[config.mk]
export PLATFORM = sky130hd
export DESIGN_NAME = harris_frame_sequencer
export DESIGN_NICKNAME = d
export VERILOG_FILES = /design/src/rtl/harris_frame_sequencer_pkg.sv /design/src/rtl/harris_frame_sequencer_raster.sv /design/src/rtl/harris_frame_sequencer.sv
export SDC_FILE = /design/constraint.sdc
export NUM_CORES = 1
export LEC_CHECK = 0
export BUFFER_PORTS_ARGS = -buffer_cell sky130_fd_sc_hd__buf_2
export CAP_MARGIN = 10
export CELL_PAD_IN_SITES_DETAIL_PLACEMENT = 1
export CELL_PAD_IN_SITES_GLOBAL_PLACEMENT = 1
export CORE_ASPECT_RATIO = 1.25
export CORE_MARGIN = 2
export CORE_UTILIZATION = 45
export DETAILED_ROUTE_END_ITERATION = 7
export GPL_TIMING_DRIVEN = 0
export HOLD_SLACK_MARGIN = 0.12
export PLACE_DENSITY_LB_ADDON = 0.1
export SETUP_SLACK_MARGIN = 0.4
export SYNTH_ARGS = -nofsm -noshare
export SYNTH_HDL_FRONTEND = slang
export SYNTH_SLANG_ARGS = --single-unit
[constraint.sdc]
create_clock -name clk -period 3.8 [get_ports clk]
set_input_delay 0.57 -clock clk [delete_from_list [all_inputs] [get_ports clk]]
set_output_delay 0.57 -clock clk [all_outputs]
set_load 0.01 [all_outputs]
[src/rtl/harris_frame_sequencer_pkg.sv]
// Shared types and helpers for the Harris frame sequencer: FSM state encoding and counter sizing.
package harris_frame_sequencer_pkg;

    typedef enum logic [2:0] {
        ST_IDLE  = 3'd0,
        ST_CLR   = 3'd1,
        ST_RUN   = 3'd2,
        ST_FLUSH = 3'd3,
        ST_DONE  = 3'd4
    } seq_state_t;

    // Bits needed to index 0..n-1, never less than one so degenerate sizes still give a legal vector.
    function automatic int unsigned cnt_width(input int unsigned n);
        return (n <= 1) ? 1 : $clog2(n);
    endfunction

endpackage

[src/rtl/harris_frame_sequencer_raster.sv]
// Raster (x,y) position counter: x wraps at W-1 and carries into y, y wraps at H-1.
module raster_xy_counter
    import harris_frame_sequencer_pkg::*;
#(
    parameter  int W  = 640,
    parameter  int H  = 480,
    localparam int XW = cnt_width(W),
    localparam int YW = cnt_width(H)
) (
    input  logic          clk,
    input  logic          rst,
    input  logic          clr,
    input  logic          inc,
    output logic [XW-1:0] x,
    output logic [YW-1:0] y,
    output logic          last
);

    logic [XW-1:0] r_x;
    logic [YW-1:0] r_y;
    logic          w_x_end;
    logic          w_y_end;

    assign w_x_end = (r_x == XW'(W - 1));
    assign w_y_end = (r_y == YW'(H - 1));

    always_ff @(posedge clk) begin
        if (rst || clr) begin
            r_x <= '0;
            r_y <= '0;
        end else if (inc) begin
            if (w_x_end) begin
                r_x <= '0;
                r_y <= w_y_end ? '0 : r_y + 1'b1;
            end else begin
                r_x <= r_x + 1'b1;
            end
        end
    end

    assign x    = r_x;
    assign y    = r_y;
    assign last = w_x_end && w_y_end;

endmodule

[src/rtl/harris_frame_sequencer.sv]
// Frame controller for the streaming Harris pipeline: clears it, streams one frame of pixels, flushes
// the line buffers with zeros and tags each corner response with its (x,y), border flag and last marker.
module harris_frame_sequencer
    import harris_frame_sequencer_pkg::*;
#(
    parameter  int ImageW  = 640,
    parameter  int ImageH  = 480,
    parameter  int dataW   = 8,
    parameter  int LagRows = 3,
    parameter  int LagPix  = 6,
    parameter  int Border  = 3,
    localparam int XW      = cnt_width(ImageW),
    localparam int YW      = cnt_width(ImageH)
) (
    input  logic             clk,
    input  logic             rst,
    input  logic             start,
    input  logic             in_valid,
    input  logic [dataW-1:0] in_data,
    output logic             in_ready,
    output logic             pipe_en,
    output logic [dataW-1:0] pipe_data,
    output logic             pipe_clr,
    output logic             out_valid,
    output logic [XW-1:0]    out_x,
    output logic [YW-1:0]    out_y,
    output logic             out_border,
    output logic             out_last,
    output logic             busy,
    output logic             frame_done
);

    localparam int LAG   = LagRows * ImageW + LagPix;
    localparam int FW    = $clog2(LAG + 1);
    localparam int LAG_X = LAG % ImageW;
    localparam int LAG_Y = LAG / ImageW;

    generate
        if (LAG >= ImageW * ImageH || LAG == 0) begin : g_bad_lag
            $error("harris_frame_sequencer: pipeline lag must be in 1..ImageW*ImageH-1");
        end
    endgenerate

    seq_state_t       r_state;
    seq_state_t       w_state_next;
    logic [FW-1:0]    r_flush_cnt;
    logic             w_in_ready;
    logic             w_pipe_en;
    logic [dataW-1:0] w_pipe_data;
    logic             w_pipe_clr;
    logic             w_in_inc;
    logic             w_warm;
    logic             w_resp;
    logic             w_border;

    logic [XW-1:0]    w_in_x;
    logic [YW-1:0]    w_in_y;
    logic             w_in_last;
    logic [XW-1:0]    w_out_x;
    logic [YW-1:0]    w_out_y;
    logic             w_out_last;

    logic             r_out_valid;
    logic [XW-1:0]    r_out_x;
    logic [YW-1:0]    r_out_y;
    logic             r_out_border;
    logic             r_out_last;

    always_comb begin
        w_state_next = r_state;
        w_in_ready   = 1'b0;
        w_pipe_en    = 1'b0;
        w_pipe_data  = '0;
        w_pipe_clr   = rst;
        case (r_state)
            ST_IDLE: begin
                if (start) w_state_next = ST_CLR;
            end
            ST_CLR: begin
                w_pipe_clr   = 1'b1;
                w_state_next = ST_RUN;
            end
            ST_RUN: begin
                w_in_ready  = !rst;
                w_pipe_en   = in_valid && !rst;
                w_pipe_data = in_data;
                if (w_pipe_en && w_in_last) w_state_next = ST_FLUSH;
            end
            ST_FLUSH: begin
                // After the zero beats run out we linger here for the final response, then close out.
                w_pipe_en = (r_flush_cnt != '0) && !rst;
                if (r_out_last) w_state_next = ST_DONE;
            end
            ST_DONE: begin
                w_state_next = ST_IDLE;
            end
            default: begin
                w_state_next = ST_IDLE;
            end
        endcase
    end

    always_ff @(posedge clk) begin
        if (rst) begin
            r_state     <= ST_IDLE;
            r_flush_cnt <= '0;
        end else begin
            r_state <= w_state_next;
            if (r_state == ST_RUN && w_state_next == ST_FLUSH) begin
                r_flush_cnt <= FW'(LAG);
            end else if (r_state == ST_FLUSH && r_flush_cnt != '0) begin
                r_flush_cnt <= r_flush_cnt - 1'b1;
            end
        end
    end

    assign w_in_inc = w_pipe_en && (r_state == ST_RUN);

    raster_xy_counter #(.W(ImageW), .H(ImageH)) u_in_pos (
        .clk  (clk),
        .rst  (rst),
        .clr  (r_state == ST_CLR),
        .inc  (w_in_inc),
        .x    (w_in_x),
        .y    (w_in_y),
        .last (w_in_last)
    );

    // The beat index equals the input raster position during RUN, so "beat >= Lag" is a lexicographic
    // compare of (y,x) against the lag split into rows and columns; every flush beat is past the lag.
    assign w_warm = (r_state == ST_FLUSH)
                 || (w_in_y > YW'(LAG_Y))
                 || ((w_in_y == YW'(LAG_Y)) && (w_in_x >= XW'(LAG_X)));
    assign w_resp = w_pipe_en && w_warm;

    raster_xy_counter #(.W(ImageW), .H(ImageH)) u_out_pos (
        .clk  (clk),
        .rst  (rst),
        .clr  (r_state == ST_CLR),
        .inc  (w_resp),
        .x    (w_out_x),
        .y    (w_out_y),
        .last (w_out_last)
    );

    assign w_border = (int'(w_out_x) <  Border)
                   || (int'(w_out_x) >= ImageW - Border)
                   || (int'(w_out_y) <  Border)
                   || (int'(w_out_y) >= ImageH - Border);

    always_ff @(posedge clk) begin
        if (rst) begin
            r_out_valid  <= 1'b0;
            r_out_x      <= '0;
            r_out_y      <= '0;
            r_out_border <= 1'b0;
            r_out_last   <= 1'b0;
        end else begin
            r_out_valid <= w_resp;
            r_out_last  <= w_resp && w_out_last;
            if (w_resp) begin
                r_out_x      <= w_out_x;
                r_out_y      <= w_out_y;
                r_out_border <= w_border;
            end
        end
    end

    assign in_ready   = w_in_ready;
    assign pipe_en    = w_pipe_en;
    assign pipe_data  = w_pipe_data;
    assign pipe_clr   = w_pipe_clr;
    assign out_valid  = r_out_valid;
    assign out_x      = r_out_x;
    assign out_y      = r_out_y;
    assign out_border = r_out_border;
    assign out_last   = r_out_last;
    assign busy       = (r_state != ST_IDLE);
    assign frame_done = (r_state == ST_DONE);

endmodule

# After elaboration in Yosys (flattened, before gate mapping)
# Index checks and enable logic that the tools add are counted.
# word_totals
reg_bits,74
latchBits,0
ram_bits,0
romBits,0
input_bits,12
memories,0
# op_classes
addsub,5
mul,0
div,0
n_lt_le_gt_ge,6
n_eq_ne,10
shifts,0
n_mux,14
bitwise,0
reduce_logical,25
# op_table
cell,count
11-bit 2-to-1 mux,2
10-bit by 1-bit adder with 10-bit output (second input constant),2
10-bit equality test (second input constant),2
10-bit 2-to-1 mux,2
9-bit by 1-bit adder with 9-bit output (second input constant),2
9-bit equality test (second input constant),2
9-bit 2-to-1 mux,2
3-bit case mux with 4 select lines,1
1-bit logical AND,11
11-bit nonzero test,1
11-bit by 1-bit subtractor with 11-bit output (second input constant),1
10-bit >= comparator (second input constant),1
10-bit by 3-bit >= comparator with 1-bit output (second input constant),1
10-bit by 2-bit < comparator with 1-bit output (second input constant),1
3-bit by 2-bit equality test with 1-bit output (second input constant),3
9-bit by 2-bit equality test with 1-bit output (second input constant),1
9-bit >= comparator (second input constant),1
9-bit by 2-bit greater-than comparator with 1-bit output (second input constant),1
9-bit by 2-bit < comparator with 1-bit output (second input constant),1
3-bit 2-to-1 mux,3
8-bit 2-to-1 mux,1
1-bit logical OR,6
2-bit AND reduction,2
3-bit by 1-bit equality test with 1-bit output (second input constant),1
8 further kinds,9

# Longest topological paths before layout
# Gate-level depths: netlist (run 1).
# logic_depth
depth_word,8
depth_mapped,9
ltp_nobuf,8

# By module
# A second synthesis (run 1) with hierarchy kept.
# unflattened
hier_cells,416
area_unflattened_um2,3875.0
# by_module_without_submodules
module,instances,cells_per_inst,area_per_inst_um2
harris_frame_sequencer,1,212,2000.7
raster_xy_counter,2,102,937.1

# Worst setup path after synthesis (run 1)
# Ideal clock, no wire load.
# synth_path
path_kind,input-to-reg
startpoint,input port rst
endpoint,"register u_out_pos.r_y[5], in the netlist u_out_pos.y[5]"
t_arrival_ps,2298
slack_ps,1430
cell_stages,8
path_buffers,3
cell_sequence,buf_2 -> nor4b_4 -> and2_1 -> buf_6 -> o221ai_2 -> buf_6 -> or4_1 -> a21oi_1
# synth_between
elab_chain_cells,5
elab_cells_between_ends,7
cone_classes,mux: 1; reduce/logical: 6
# synth_rtl
element,line,text
"start, declared",harris_frame_sequencer.sv:16,"input logic rst,"
1-bit zero test,"harris_frame_sequencer.sv:85, harris_frame_sequencer.sv:91",
"1-bit logical AND, on equally long branches","harris_frame_sequencer.sv:91, harris_frame_sequencer.sv:85",
1-bit case mux with 2 select lines,harris_frame_sequencer.sv:75,case (r_state)
1-bit logical AND,harris_frame_sequencer.sv:134,assign w_resp = w_pipe_en && w_warm;
2-bit AND reduction (no source line),-,
"end signal, assigned",harris_frame_sequencer_raster.sv:34,r_y <= w_y_end ? '0 : r_y + 1'b1;
"end, declared",harris_frame_sequencer_raster.sv:20,logic [YW-1:0] r_y;
# Several ways; a longest one is shown, not always the timed one.
# A chain may end at the register's enable or synchronous reset.

# Final worst setup path (run 1)
# layout_path
startpoint,register r_state[0]
endpoint,output port pipe_clr
# layout_between
elab_chain_cells,2
# layout_rtl
element,line,text
"start, declared",harris_frame_sequencer.sv:44,seq_state_t r_state;
"start signal, assigned",harris_frame_sequencer.sv:108,r_state <= w_state_next;
3-bit by 1-bit equality test with 1-bit output,harris_frame_sequencer.sv:75,
1-bit 2-to-1 mux,harris_frame_sequencer.sv:75,
"end, declared",harris_frame_sequencer.sv:23,"output logic pipe_clr,"
# No other way between the ends.

==> results of run 1 <==
worst paths after layout:
path	depth (start not counted)	to	slack, ns	startpoint
worst min-delay path	2	out_x[5]$_SDFFE_PP0P_	0.45	out_x[5]$_SDFFE_PP0P_
worst max-delay path	6	pipe_clr	0.83	r_state[0]$_SDFF_PP0_
worst min register to register	2	out_x[5]$_SDFFE_PP0P_	0.45	out_x[5]$_SDFFE_PP0P_
worst max register to register	7	out_y[2]$_SDFFE_PP0P_	1.33	r_flush_cnt[6]$_SDFFE_PP0P_
stage by stage:
stage	worst slack (ns)	instances	hold slack, ns
floorplan	1.430	432	0.4703
global placement	0.9456	572	0.4411
detailed placement	0.9481	572	0.4444
CTS	0.7957	588	0.4563
global route	0.6820	588	0.4824
finish	0.8348	588	0.4548
area by class of cell:
| class | instances | area [um2] | area share (%) |
|---|---|---|---|
| well taps | 95 | 118.9 | 2.844 |
| inverters | 16 | 60.06 | 1.437 |
| clock buffers | 10 | 137.6 | 3.293 |
| clock inverters | 6 | 113.9 | 2.725 |
| multi-input cells | 319 | 1902 | 45.51 |
| flip-flops and latches | 74 | 1481 | 35.45 |
| repair buffers | 45 | 225.2 | 5.389 |
| plain buffers | 23 | 140.1 | 3.353 |
state kept, by name, summed over array words and instances (netlist names):
signal / flops
u_out_pos.y: 9
out_last: 1
out_border: 1
u_in_pos.y: 9
u_in_pos.x: 10
out_valid: 1
out_x: 10
u_out_pos.x: 10
r_flush_cnt: 11
r_state: 3
out_y: 9
metal layers:
metal	vias to the layer above	share of wire, %	global-route usage, %
met5	-	0	0
met4	0	1.4	7.258
met3	15	3.8	4.303
met2	67	53	40.57
met1	1605	42	27.30
li1	1645	-	-
worst max-delay path, delay by kind of cell (launching register included):
| kind | cells | cell delay [ns] |
|---|---|---|
| buffers and inverters | 4 | 1.00 |
| AND/OR/NAND/NOR | 2 | 0.71 |
| flip-flops | 1 | 0.31 |
kinds of logic (layout without fill, tap and decap cells):
kind of cell	Yosys count	after routing	synth area share, %
adder cells (fa/ha/maj)	10	10	3.492
buffers and inverters	39	100	5.586
AO/OA/AOI/OAI	86	86	14.56
AND/OR/NAND/NOR	198	198	28.88
flip-flops	74	74	41.34
multiplexers	1	1	0.2793
XOR/XNOR	24	24	5.866
Yosys cell counts, drive strengths merged (3+ instances only):
cell and instances:
dfxtp 74, nand2 62, a21oi 45, nor2 27, nand3 20, inv 16, nor3 15, xnor2 14
and2 13, o21ai 13, o31ai 13, or4 13, buf 12, clkbuf 11, nor4 11, ha 10
nand4 10, xor2 10, or3 7, and3 4, a211oi 3, nand2b 3, nand3b 3, nor3b 3
report_power, final:
part           internal [mW]  leakage (nW)  switching [mW]  total (mW)
sequential             0.777         0.596         0.00283       0.780
combinational         0.0206         0.802          0.0387      0.0593
clock                  0.455         0.119           0.316       0.771
total                   1.25          1.52           0.358        1.61
==> impl_results.md, run 1 <==
- Status: complete, no violations
- Num CTS Buffers: 9
- Largest fanout on the critical path: 10
- # DRC: 0
- Drt wl/cell: 16.29 um
- MaxCap Viol Count: 0
- Leading cell types in the layout, fill and taps excluded: dfxtp_1 (74), nand2_1 (61), buf_2 (49)
- Die Height: 103.8 um
- Peak supply drop: 0.2259 mV
- H-tree depth: 3
- Synth cell types: 47
- Largest cells by area after synthesis: dfxtp_1 (41%), nand2_1 (6.4%), a21oi_1 (6.3%)
- Final net count: 510
- Num ports: 47
- CP Class: flop to primary output
- Hold Fails Final Rpt: 0
- Total wire length: 9576 um
- Seq/Total Area, Yosys: 41.34%
- Mean Syn Cell Area: 8.295 um2
- Total power: 1.610 mW
- CP peak stage delay: 0.58 ns
- Largest net degree at the start of global routing: 14
- Core Box Area: 0.007747 mm2
- CP max stage cell: nor2_1
- Setup violations, final: 0
- CTS resizes: 0
- PwrDens: 385.2 mW/mm2
- Post-route cell area: 0.004179 mm2
- Vias per cell: 5.667
- Max Clk Rate: 337.3 MHz
- CP arrival: 2.40 ns
- Final core occ: 53.94%
- Unrepaired setup endpoints after global routing: false
- Antenna cells: 0
- Cell chain of the critical path: buf_6, nor3b_1, nor2_1, inv_1, clkbuf_1, buf_2
- #FFs+latches synth: 74
- Die ar.: 0.008697 mm2
- Post-Synthesis Cell Area: 0.003583 mm2
- GRT Total Usage: 22.73%
- Number of synthesized flops with an enable pin: 0
- CTS tree: done
- # clock sinks: 74
- Drt initial violations: 111
- Post-detail-place hpwl: 6902 um
- Gate Count Post-Synth: 432
- Post-DP Area: 0.003928 mm2
- Fraction of layout instances using a drive strength above 1: 16.02%
- Pins over their slew limit: 0
- Root Buffer: clkbuf_8
- Fin crit share: 78.03%
- Cell taking the most area after synthesis: dfxtp_1
- First drt pass iteration count: 4
- Slew @ Worst Pin: 0.7429 ns
- Placer congestion estimate: 0.8031
- Clock Skew: 0.01016 ns
- Vias in the first global route: 3372
- Clock latency on the worst-skew pair: 0.37 ns
- Req. time, crit path: 3.23 ns
- Initial Util: 46.25%
- Ys flop type: dfxtp_1
- Hold Path Class: flop to flop
- Row cnt: 36
- Horiz. Die Dim: 83.82 um
- IO Port Bufs: 45
- Async S/R FF share, synth: 0%
- Yosys warns: 0
- Synth Net Count: 454
- Headroom to the max-slew limit: 50.29%
- Worst Setup End Kind: primary output
- CTS Hold Bufs: 0
- Global-route wire length before repair: 16130 um
- CP Launch Type: flop
- Filler cells: 971
- Setup TNS: 0 ns
- Antenna violations before repair: 0
- Max Buffers Root-to-Sink: 2
- Via count: 3332
- Leakage power: 1.517 nW
- Crit path time final: 2.965 ns
- Total gr overflow: 0
- Share of the synthesized area in the top cell type: 41.34%
- Commonest non-fill, non-tap cell in the layout: dfxtp_1
- Clk pin slew, worst setup/hold paths: 0.09 ns
- Setup bufs post-CTS: 0
- Post-route ant nets: 0
- Area grow syn2layout: 16.62%
(Power assumes the default switching activity.)
==> inputs of run 2 (changes only) <==
Settings changed: CORE_UTILIZATION 45 to 39.
Clock period 3.8 ns to 2.6 ns, I/O delays scaled along.
==> impl_results.md, run 2 (synthesis results as in run 1) <==
- Met3 WL: 287 um (-22%)
- Metal2 WL: 5105 um (+1.5%)
- Num CTS Buffers: 9 (unchanged)
- CP peak stage delay: 0.52 ns (-0.06 ns)
- Horiz. Die Dim: 89.74 um (+7.1%)
- Worst hold stages: 3 (+1)
- Post-detail-place hpwl: 6885 um (-0.25%)
- Largest fanout on the critical path: 8 (-2)
- Placer congestion estimate: 0.8555 (+6.5%)
- Clock latency on the worst-skew pair: 0.34 ns (-0.03 ns)
- Crit path time final: 2.145 ns
- Hold Path End: r_state[0]$_SDFF_PP0_
- PwrDens: 525.5 mW/mm2 (+36%)
- Vias per cell: 5.385 (-5.0%)
- Area grow syn2layout: 27.79%
- Max FFs per register: 11 (unchanged)
- Final net count: 528 (+3.5%)
- Max Clk Rate: 466.2 MHz
- Flop2flop setup slack: 0.46 ns (-0.87 ns)
- Slew @ Worst Pin: 0.7195 ns (-0.02333 ns)
- Antenna cells: 0 (unchanged)
- CP Class: flop to flop
- Setup TNS: 0 ns (unchanged)
- Critical path's most frequent cell: buf_6
- Top Layer Used: met4
- Drt wl/cell: 15.81 um (-2.9%)
- Die ar.: 0.009976 mm2 (+15%)
- First drt pass iteration count: 6 (+2)
- Num ports: 47 (unchanged)
- Root Buffer: clkbuf_16
- Setup violations, final: 0 (unchanged)
- M1 WL: 4450 um (+10%)
- MaxCap Viol Count: 0 (unchanged)
- Total gr overflow: 0 (unchanged)
- Leading cell types in the layout, fill and taps excluded: dfxtp_1 (68), nand2_1 (60), buf_2 (48)
- Hold Path Class: input pin to flop
- CTS Hold Bufs: 0 (unchanged)
- Max Buffers Root-to-Sink: 2 (unchanged)
- Total wire length: 10010 um (+4.5%)
- Largest Register: r_flush_cnt
- H-tree depth: 3 (unchanged)
- CP Launch Type: flop
- Fraction of layout instances using a drive strength above 1: 25.49% (+9.5 points)
- Largest net degree at the start of global routing: 12 (-2)
- Req. time, crit path: 2.88 ns (-0.35 ns)
- CTS tree: done
- Leakage power: 1.669 nW (+10%)
- Hold Fails Final Rpt: 0 (unchanged)
- Post-route ant nets: 0 (unchanged)
- Initial Util: 39.70% (-6.6 points)
- Total power: 2.406 mW (+49%)
- Antenna violations before repair: 0 (unchanged)
- # clock sinks: 74 (unchanged)
- Reg2Reg Depth: 7 (unchanged)
- Status: complete, no violations
- Vias in the first global route: 3325 (-1.4%)
- # DRC: 0 (unchanged)
- Die Height: 111.2 um (+7.1%)
- IO Port Bufs: 45 (unchanged)
- Core Box Area: 0.009027 mm2 (+17%)
- Cell chain of the critical path: buf_6, nor4bb_4, o31a_1, o221ai_4, buf_6, or4_1, a21oi_2
- CP max stage cell: or4_1
- Global-route wire length before repair: 16350 um (+1.4%)
- Commonest non-fill, non-tap cell in the layout: dfxtp_1
- Worst Setup End Kind: flop
- Row cnt: 39 (+8.3%)
- Pins over their slew limit: 0 (unchanged)
- Reg-to-reg endpoint: u_out_pos.y[7]$_SDFFE_PP0P_
- Headroom to the max-slew limit: 52.03% (+1.7 points)
- Fin crit share: 82.50%
- GRT Total Usage: 20.23% (-2.5 points)
- Drt initial violations: 87 (-22%)
- Peak supply drop: 0.3141 mV (+39%)
- Reg2reg start: r_state[0]$_SDFF_PP0_
- Clock Skew: 0.003282 ns (-0.006875 ns)
- Worst hold path startpoint: start
- CP arrival: 2.42 ns (+0.02 ns)
- Clk pin slew, worst setup/hold paths: 0.06 ns (-0.03 ns)
- Unrepaired setup endpoints after global routing: true
- Via count: 3409 (+2.3%)
[run 2: cell types whose count changed in the layout (fill, tap and decap cells not counted), sizes merged]
cell	before	now
buf	57	76
bufinv	3	0
clkbuf	21	22
clkinv	1	3
clkinvlp	2	0
[run 2: cell type report]
| type | instances | area (um2) |
|---|---|---|
| plain buffers | 23 | 170.2 |
| clock buffers | 12 | 256.5 |
| clock inverters | 3 | 15.01 |
| fillers | 1089 | 4448 |
| inverters | 16 | 60.06 |
| multi-input cells | 319 | 2054 |
| flip-flops and latches | 74 | 1489 |
| well taps | 123 | 153.9 |
| repair buffers | 63 | 380.4 |
[run 2: how the worst max path moves through the flow]
stage / start / endpoint / slack (ns) / cells past startpoint
4_1_cts: r_flush_cnt[6]$_SDFFE_PP0P_ / u_out_pos.x[8]$_SDFFE_PP0P_ / 0.39 / 7
5_1_grt: r_state[2]$_SDFF_PP0_ / u_in_pos.x[1]$_SDFFE_PP0P_ / 0.36 / 6
2_1_floorplan: rst / u_out_pos.y[5]$_SDFFE_PP0P_ / 0.41 / 8
3_5_place_dp: rst / pipe_clr / 0.02 / 5
3_3_place_gp: rst / pipe_clr / 0.05 / 5
6_report: r_state[0]$_SDFF_PP0_ / u_out_pos.y[7]$_SDFFE_PP0P_ / 0.46 / 7
[run 2: critical path: cells and delay by family, from the launching register on]
family | cells | cell delay, ns
flops | 1 | 0.32
buf+inv | 2 | 0.29
simple gates | 2 | 0.86
compound gates | 3 | 0.61
[run 2: stage by stage]
stage / hold WS (ns) / cells / utilization, % / setup WS (ns) / cell area, um2
after global routing: 0.4513 / 633 / 50.73 / 0.3613 / 4579
after CTS: 0.4179 / 622 / 48.66 / 0.3925 / 4393
after global placement: 0.4404 / 600 / 43.89 / 0.04631 / 3963
after floorplan: 0.4703 / 432 / - / 0.4099 / 3583
after detailed placement: 0.4465 / 600 / 43.89 / 0.02129 / 3963
final: 0.4219 / 633 / 50.73 / 0.4550 / 4579
[run 2: routing by layer]
metal  global-route usage, %  up-vias
li1                        -     1682
met1                   23.89     1664
met2                   36.06       51
met3                   3.739       12
met4                   8.103        0
met5                       0        -
[run 2: timing repair]
item,CTS,global route
gates resized for setup,24,31
pin swaps,5,14
endpoints found under the setup margin,61,55
setup buffers,7,10
cloned,0,1
[run 2: power by group]
part / internal (mW) / switching, mW
registers: 1.14 / 0.00452
logic: 0.0418 / 0.0649
clock network: 0.688 / 0.470
==> inputs of run 3 (changes only) <==
Settings changed: ABC_AREA set to 1, CORE_UTILIZATION 39 to 42.
Clock period 2.6 ns to 2 ns, I/O delays scaled along.
==> impl_results.md, run 3 <==
- Peak supply drop: 0.5479 mV (+74%)
- Total wire length: 20830 um (+110%)
- Largest Register: r_flush_cnt
- Initial Util: 43.41% (+3.7 points)
- Num ports: 47 (unchanged)
- Area grow syn2layout: 54.10%
- Global-route wire length before repair: 22380 um (+37%)
- Commonest cells in the netlist: nand2_1 (121), nor2_1 (118), dfxtp_1 (74), inv_1 (72), nand3_1 (40)
- Most frequent cell after synthesis: nand2_1
- Largest fanout on the critical path: 4 (-4)
- #FFs+latches synth: 74 (unchanged)
- Slew @ Worst Pin: 0.6927 ns (-0.02686 ns)
- Synth Net Count: 645 (+42%)
- IO Port Bufs: 45 (unchanged)
- Mean Syn Cell Area: 6.730 um2 (-19%)
- # DRC: 0 (unchanged)
- CTS Hold Bufs: 0 (unchanged)
- Status: complete, no violations
- Setup violations, final: 0 (unchanged)
- Commonest non-fill, non-tap cell in the layout: nand2_1
- Largest cells by area after synthesis: dfxtp_1 (35%), nand2_1 (11%), nor2_1 (11%)
- Clock Skew: 0.01162 ns (+0.008339 ns)
- CP peak stage delay: 0.36 ns (-0.16 ns)
- Setup TNS: 0 ns (unchanged)
- Cell taking the most area after synthesis: dfxtp_1
- Hold Fails Final Rpt: 0 (unchanged)
- # clock sinks: 74 (unchanged)
- Headroom to the max-slew limit: 53.82% (+1.8 points)
- Antenna cells: 0 (unchanged)
- Total gr overflow: 0 (unchanged)
- Cell chain of the critical path: nor2_4, buf_4, buf_4, buf_4, buf_4, buf_4, nand2_1, nor2_2, nand3_1, nand3_1, o211ai_1, nand2_1, inv_1
- Async S/R FF share, synth: 0% (unchanged)
- Vias in the first global route: 4628 (+39%)
- GRT Total Usage: 26.40% (+6.2 points)
- Horiz. Die Dim: 93.37 um (+4.0%)
- Drt wl/cell: 23.94 um (+51%)
- CP arrival: 2.20 ns (-0.22 ns)
- Die ar.: 0.01080 mm2 (+8.3%)
- Drt initial violations: 248 (+190%)
- Ys flop type: dfxtp_1
- Die Height: 115.7 um (+4.1%)
- Max Buffers Root-to-Sink: 2 (unchanged)
- Max FFs per register: 11 (unchanged)
- Fraction of layout instances using a drive strength above 1: 43.15% (+18 points)
- CTS tree: done
- Worst Setup End Kind: flop
- CP Launch Type: flop
- Hold Path Class: input pin to flop
- PwrDens: 596.1 mW/mm2 (+13%)
- Filler cells: 1155 (+6.1%)
- Vias per cell: 5.869 (+9.0%)
- Num CTS Buffers: 9 (unchanged)
- Row cnt: 40 (+2.6%)
- CP Class: flop to flop
- Req. time, crit path: 2.25 ns (-0.63 ns)
- Critical path's most frequent cell: buf_4
- Via count: 5106 (+50%)
- Final net count: 761 (+44%)
- Yosys warns: 0 (unchanged)
- H-tree depth: 3 (unchanged)
- First drt pass iteration count: 5 (-1)
- Gate Count Post-Synth: 623 (+44%)
- Leading cell types in the layout, fill and taps excluded: nand2_1 (97), nor2_1 (75), inv_1 (57)
- Fin crit share: 97.19% (+15 points)
- Core Box Area: 0.009659 mm2 (+7.0%)
- CP max stage cell: dfxtp_2
- Synth cell types: 38 (-19%)
- Largest net degree at the start of global routing: 13 (+1)
- Clock latency on the worst-skew pair: 0.37 ns (+0.03 ns)
- Share of the synthesized area in the top cell type: 35.33% (-6.0 points)
- Placer congestion estimate: 0.9009 (+5.3%)
- Root Buffer: clkbuf_16
- Max Clk Rate: 514.4 MHz (+10%)
- Antenna violations before repair: 0 (unchanged)
- MaxCap Viol Count: 0 (unchanged)
- Seq/Total Area, Yosys: 35.33% (-6.0 points)
- Post-route ant nets: 0 (unchanged)
- Unrepaired setup endpoints after global routing: true
- Finished Layout Cells: 870 (+37%)
- Inst Count DP: 794 (+32%)
- Clk pin slew, worst setup/hold paths: 0.06 ns (about the same)
- Number of synthesized flops with an enable pin: 0 (unchanged)
- Pins over their slew limit: 0 (unchanged)
- Leakage power: 2.689 nW (+61%)
- Crit path time final: 1.944 ns (-0.2011 ns)
- Post-Synthesis Cell Area: 0.004193 mm2 (+17%)
- Post-detail-place hpwl: 8901 um (+29%)
-- run 3: changes by cell type after synthesis, moves of 13 or more --
cell / delta
nand3_1: +20
nand2_1: +60
a21oi_1: -14
nand4_1: +14
nor2_1: +91
and2_1: -13
inv_1: +57
o21ai_0: +24
-- run 3: cell families after synthesis --
group           count (synthesis)  synth area share [%]
buf+inv                       100                 10.33
simple gates                  347                 38.26
flops                          74                 35.33
fa+ha+maj                      10                 2.984
compound gates                 76                 9.758
xor+xnor                       16                 3.342
-- run 3: critical path, delay by kind of cell, from the launching register on --
kind | cells | cell delay, ns
compound gates | 1 | 0.12
buf+inv | 6 | 0.56
flops | 1 | 0.36
simple gates | 6 | 0.79
-- run 3: cell type report --
class / instances / area, um2 / area share, %
multi-input cells: 450 / 3008 / 46.55
inverters: 81 / 339.1 / 5.248
clock buffers: 12 / 266.5 / 4.125
repair buffers: 104 / 870.8 / 13.48
well taps: 126 / 157.7 / 2.440
plain buffers: 19 / 201.4 / 3.118
flip-flops and latches: 74 / 1545 / 23.92
clock inverters: 4 / 72.57 / 1.123
-- run 3: where the power goes --
part	internal [mW]	leakage (nW)	total, mW	switching, mW
clock network	1.19	0.165	1.94	0.747
registers	1.47	0.612	1.49	0.0213
logic	0.163	1.91	0.419	0.256
total	2.83	2.69	3.85	1.02
-- run 3: layer usage --
metal  GRT usage [%]  up-vias  share of wire [%]  routed length, um
li1                -     2249                  -                  -
met3           4.551      129                5.0               1046
met5               0        -                  0                  0
met2           51.27      244                 52              10810
met4           9.118        0                7.4               1541
met1           28.46     2484                 36               7434
-- run 3: final timing paths --
check                                                 start                            to  slack, ns  cells after the start
worst max-delay path            r_flush_cnt[5]$_SDFFE_PP0P_  r_flush_cnt[10]$_SDFFE_PP0P_       0.06                     13
worst min-delay path                                    rst         out_x[4]$_SDFFE_PP0P_       0.16                      2
worst max register to register  r_flush_cnt[5]$_SDFFE_PP0P_  r_flush_cnt[10]$_SDFFE_PP0P_       0.06                     13
worst min register to register        out_x[4]$_SDFFE_PP0P_         out_x[4]$_SDFFE_PP0P_       0.48                      2
-- run 3: stage by stage --
step / area, um2 / worst slack (ns) / power (mW) / hold slack (ns) / utilization (%)
floorplan: 4193 / 0.4081 / 1.685 / 0.4453 / -
global placement: 4576 / 0.09830 / 1.755 / 0.4534 / 47.37
detailed placement: 4576 / 0.05896 / 1.763 / 0.4612 / 47.37
CTS: 5319 / 0.1861 / 3.655 / 0.1622 / 55.06
global route: 6461 / 0.02162 / 3.924 / 0.1608 / 66.89
finish: 6461 / 0.05612 / 3.851 / 0.1551 / 66.89
-- run 3: repair_timing --
item	CTS	global route
pin swaps	19	53
hold endpoints to repair	0	0
setup endpoints to repair	83	78
gates resized for setup	81	216
buffers inserted	20	33
cloned	1	6
